[src/rtl/canvas_ctrl.sv]
// rtl/canvas_ctrl.sv - 14x14 drawing canvas sequencer: cursor-to-cell mapping, paint, clear, NN hand-off
module canvas_ctrl #(
    parameter int X0     = 90,
    parameter int Y0     = 34,
    parameter int CELL_W = 10,
    parameter int CELL_H = 14,
    parameter int GRID   = 14
) (
    input  logic                   clk,
    input  logic                   reset,
    input  logic [8:0]             mouse_x,
    input  logic [8:0]             mouse_y,
    input  logic                   left_btn,
    input  logic                   clear_btn,
    input  logic                   submit_btn,
    input  logic                   nn_ready,
    input  logic                   nn_done,
    input  logic [3:0]             nn_digit,
    output logic [GRID*GRID-1:0]   img,
    output logic                   img_valid,
    output logic                   busy,
    output logic [3:0]             digit_out,
    output logic                   digit_valid
);

    localparam logic [2:0] S_IDLE  = 3'd0;
    localparam logic [2:0] S_MAP   = 3'd1;
    localparam logic [2:0] S_PAINT = 3'd2;
    localparam logic [2:0] S_SEND  = 3'd3;
    localparam logic [2:0] S_WAIT  = 3'd4;

    localparam logic [8:0] X_LO = 9'(X0);
    localparam logic [8:0] X_HI = 9'(X0 + GRID * CELL_W);
    localparam logic [8:0] Y_LO = 9'(Y0);
    localparam logic [8:0] Y_HI = 9'(Y0 + GRID * CELL_H);
    localparam logic [8:0] CW   = 9'(CELL_W);
    localparam logic [8:0] CH   = 9'(CELL_H);

    logic [2:0] state;
    logic       clear_q;
    logic       submit_q;
    logic [8:0] dx;
    logic [8:0] dy;
    logic [3:0] col;
    logic [3:0] row;
    logic       clear_rise;
    logic       submit_rise;
    logic       in_window;
    logic [7:0] cell_idx;

    assign clear_rise  = clear_btn & ~clear_q;
    assign submit_rise = submit_btn & ~submit_q;
    // Compare against both bounds before any subtraction so off-grid cursors never wrap.
    assign in_window   = (mouse_x >= X_LO) && (mouse_x < X_HI) &&
                         (mouse_y >= Y_LO) && (mouse_y < Y_HI);
    assign cell_idx    = 8'(row) * 8'(GRID) + 8'(col);
    assign busy        = (state != S_IDLE);

    always_ff @(posedge clk) begin
        if (reset) begin
            state       <= S_IDLE;
            img         <= '0;
            img_valid   <= 1'b0;
            digit_out   <= 4'd0;
            digit_valid <= 1'b0;
            clear_q     <= 1'b0;
            submit_q    <= 1'b0;
            dx          <= 9'd0;
            dy          <= 9'd0;
            col         <= 4'd0;
            row         <= 4'd0;
        end else begin
            clear_q  <= clear_btn;
            submit_q <= submit_btn;
            case (state)
                S_IDLE: begin
                    if (clear_rise) begin
                        img         <= '0;
                        digit_valid <= 1'b0;
                    end else if (submit_rise) begin
                        digit_valid <= 1'b0;
                        img_valid   <= 1'b1;
                        state       <= S_SEND;
                    end else if (left_btn && in_window) begin
                        dx    <= mouse_x - X_LO;
                        dy    <= mouse_y - Y_LO;
                        col   <= 4'd0;
                        row   <= 4'd0;
                        state <= S_MAP;
                    end
                end
                S_MAP: begin
                    // Repeated subtraction: x and y quotients advance in parallel, one step per cycle.
                    if (dx < CW && dy < CH) begin
                        state <= S_PAINT;
                    end else begin
                        if (dx >= CW) begin
                            dx  <= dx - CW;
                            col <= col + 4'd1;
                        end
                        if (dy >= CH) begin
                            dy  <= dy - CH;
                            row <= row + 4'd1;
                        end
                    end
                end
                S_PAINT: begin
                    img[cell_idx] <= 1'b1;
                    state         <= S_IDLE;
                end
                S_SEND: begin
                    if (nn_ready) begin
                        img_valid <= 1'b0;
                        state     <= S_WAIT;
                    end
                end
                S_WAIT: begin
                    if (nn_done) begin
                        digit_out   <= nn_digit;
                        digit_valid <= 1'b1;
                        state       <= S_IDLE;
                    end
                end
                default: state <= S_IDLE;
            endcase
        end
    end

endmodule

[config.mk]
export PLATFORM = sky130hd
export DESIGN_NAME = canvas_ctrl
export DESIGN_NICKNAME = d
export VERILOG_FILES = /design/src/rtl/canvas_ctrl.sv
export SDC_FILE = /design/constraint.sdc
export NUM_CORES = 1
export LEC_CHECK = 0
export ABC_AREA = 1
export BUFFER_PORTS_ARGS = -buffer_cell sky130_fd_sc_hd__buf_2
export CAP_MARGIN = 20
export CORE_MARGIN = 2
export CORE_UTILIZATION = 55
export DETAILED_ROUTE_END_ITERATION = 10
export PLACE_DENSITY = 0.82
export SYNTH_ARGS = -nofsm -noshare
export SYNTH_HDL_FRONTEND = slang
export SYNTH_SLANG_ARGS = --single-unit
[constraint.sdc]
create_clock -name clk -period 6.48 [get_ports clk]
set_input_delay 0.648 -clock clk [delete_from_list [all_inputs] [get_ports clk]]
set_output_delay 0.648 -clock clk [all_outputs]
set_load 0.01 [all_outputs]
==> metrics <==
Worst-Margin Slew 1.13 ns; Sequential cell area around 4700 µm²; critical path's slowest cell buf_4; crit path capture img[114]$_SDFFE_PP0P_; Finish-stage setup viols 0; WL/cell 17.3 µm; Vias about 11000; clk sinks 233; Synth Area in Compound Gates 14.2%; Synth Register Bits 233; top post-synthesis cells by count nand2_1 (314), a21oi_1 (237), dfxtp_1 (233), nand4_1 (214), inv_1 (113); crit path buf inv count 3; multi-input logic area 5330 µm²; CTS Buffer Depth 3; R2R cell count 12; Max Cap Violations 0; Filler cells 1724; worst path required time just under 7 ns; mux contribution to synthesized area 0.0907%; total chip power 4.17 mW; post-synthesis sequential area ratio between 40 and 50%; Area contributors post-synth dfxtp_1 (42%), nand4_1 (12%), a21oi_1 (11%); # rows approximately 50; vias in the first global route between 9000 and 10000; setup bufs post-CTS 0; Main synth FF type dfxtp_1; most common cell in the netlist nand2_1; final wirelength approximately 33000 µm; period utilization 63.9%; clock-pin slew on the worst setup and hold paths approximately 0.07 ns; Synth Instances about 1500; Syn Area/Cell 7.36 µm²; Layout Skew 0.0168 ns; yosys warns 0; Async S/R FF share, synth 0%; number of flops mapped to enable cells by yosys 0; Die H 146 µm; largest family of logic cells by synthesized area simple AND/OR/NAND/NOR gates; r2r endpoint img[114]$_SDFFE_PP0P_; Worst path depth 12; reg2reg start row[1]$_SDFFE_PP0P_; peak supply drop 0.000263 V; DR iter-0 viols 1095; fin crit period 4.14 ns; syn_nets 1552; CP Data Arrival Time 4.58 ns; drc violations 0; relative slew slack between 20% and 30%; Clk Latency, worst-skew pair 0.53 ns; PwrDens 322 nW/µm²; Pre-antenna DRT Iters 7; CTS tree built; LEAKAGE 5.36 nW; Antenna Cells 0; die footprint 21200 µm²; post-CTS sizing 0; status complete, no violations; worst setup path startpoint row[1]$_SDFFE_PP0P_; Post-Synth XOR/XNOR Area 1.25%; Adder-Cell Fraction of Synth Area 3.06%; Setup TNS Final 0 ns; initial core utilization 56.3%; post-route ant nets 0; CTS root buffer clkbuf_16; Die X 146 µm; Port Buffers ~230; area growth from synthesis to layout 17.4%; core box area around 20000 µm²; layout cell share with drive strength beyond 1 20.1%; CP delay by family, top adder cells; I/O pin count 232; cell accounting for the most synthesized area dfxtp_1; Detail Placement HPWL ~21000 µm; GRT overflow 0; Crit path largest cell delay roughly 0.66 ns; initial antenna violation count 0; Post-Syn Area 11000 µm²; highest clock rate ~240 MHz; first-pass GRT wire length 52200 µm; endpoints failing hold 0; critical path class flip-flop to flip-flop; reg-to-reg setup timing slack 2.34 ns; worst min-delay path class input port to flip-flop; global-route total usage across every layer 29.7%; Final nets around 1700; critical-path maximum fanout 67; total CTS buffers 25; share of Yosys cell area claimed by the top area cell type 42.3%; Hold Buf Count CTS 0; Simple-Gate Fraction of Synth Area 29.1%; GPL Wtd Cong 0.880; synth unique cells 40; largest net degree at the start of global routing 110; Slew Viols, Final 0; RSZ-0062 raised after global routing no; Startpoint Class flip-flop; Vias/cell 5.87; H-tree lvl count 1; CP Cell Sequence fa_1 > ha_1 > fa_1 > inv_1 > a21oi_1 > nand2_1 > inv_1 > nand3_1 > nand2_4 > buf_4 > nand4_1 > a21oi_1; crit end category flip-flop
## state kept, by name (all words and copies together) (netlist names)
register / count
state: 3
submit_q: 1
img_valid: 1
col: 4
dx: 9
clear_q: 1
img: 196
digit_out: 4
dy: 9
digit_valid: 1
row: 4
## cell type report
class | instances | share of cell area (%)
inverter | 121 | 3.53
clock inverter | 11 | 0.570
clock buffer | 35 | 5.74
sequential | 233 | 36.0
multi-input combinational | 1009 | 41.2
tap | 265 | 2.56
timing repair buffer | 248 | 10.4
## per-stage QoR
step | hold WS, ns | setup slack (ns) | instances | instance area, µm² | utilization [%]
6_report | 0.360 | 2.34 | 1922 | 13000 | 66.1
2_1_floorplan | 0.457 | 3.63 | 1499 | 11000 | -
3_3_place_gp | 0.434 | 2.62 | 1872 | 12000 | 61.5
5_1_grt | 0.380 | 2.00 | 1922 | 13000 | 66.1
3_5_place_dp | 0.435 | 2.44 | 1872 | 12000 | 61.5
4_1_cts | 0.349 | 2.41 | 1918 | 12900 | 65.6
## worst register-to-register path, cell delays in order (launching register included)
cell	delay, ns
dfxtp_1	0.52
fa_1	0.49
ha_1	0.25
fa_1	0.53
inv_1	0.09
a21oi_1	0.18
nand2_1	0.18
inv_1	0.14
nand3_1	0.14
nand2_4	0.50
buf_4	0.67
nand4_1	0.20
a21oi_1	0.19
## logic make-up after synthesis
| group | after synthesis |
|---|---|
| buf+inv | 257 |
| fa+ha+maj | 24 |
| simple gates | 666 |
| flops | 233 |
| compound gates | 304 |
| mux | 1 |
| xor+xnor | 14 |
## power breakdown
group	switching, mW	leakage (nW)	internal (mW)
Combinational	0.911	3.07	0.304
Clock	0.600	0.407	0.805
Sequential	0.0546	1.88	1.49
## how the worst min path moves through the flow
| stage | depth (start not counted) | startpoint | endpoint |
|---|---|---|---|
| after CTS | 3 | submit_btn | submit_q$_SDFF_PP0_ |
| final | 3 | submit_btn | submit_q$_SDFF_PP0_ |
| after detailed placement | 2 | img_valid$_SDFFE_PP0P_ | img_valid$_SDFFE_PP0P_ |
| after global placement | 2 | img_valid$_SDFFE_PP0P_ | img_valid$_SDFFE_PP0P_ |
| after floorplan | 2 | dx[7]$_SDFFE_PP0P_ | dx[7]$_SDFFE_PP0P_ |
| after global routing | 3 | submit_btn | submit_q$_SDFF_PP0_ |
## per-layer routing
layer | track usage [%] | wire [µm] | vias up | part of all wire [%]
li1 | - | - | 5387 | -
met1 | 41.5 | 13900 | 5274 | 42
met2 | 46.4 | 15200 | 529 | 46
met3 | 4.04 | 2740 | 92 | 8.2
met4 | 12.3 | 1400 | 0 | 4.2
met5 | 0 | 0 | - | 0
## cells in the final DEF, fill, tap and decap left out, drive strengths merged
master      n
nor3        3
o31ai       3
buf       248
clkinvlp    2
nand2     317
o211ai      1
xor2        9
and2        1
ha         19
o22ai       1
a2bb2oi     1
nor3b       2
clkinv      7
nor2       93
nand3      31
fa          5
nand4     216
xnor2       5
inv       123
o21bai      1
a21oi     239
o21ai      56
clkbuf     35
dfxtp     233
or2         2
a31oi       2
mux2i       1
nand3b      1
No activity file was read; power rests on OpenSTA's default activity.
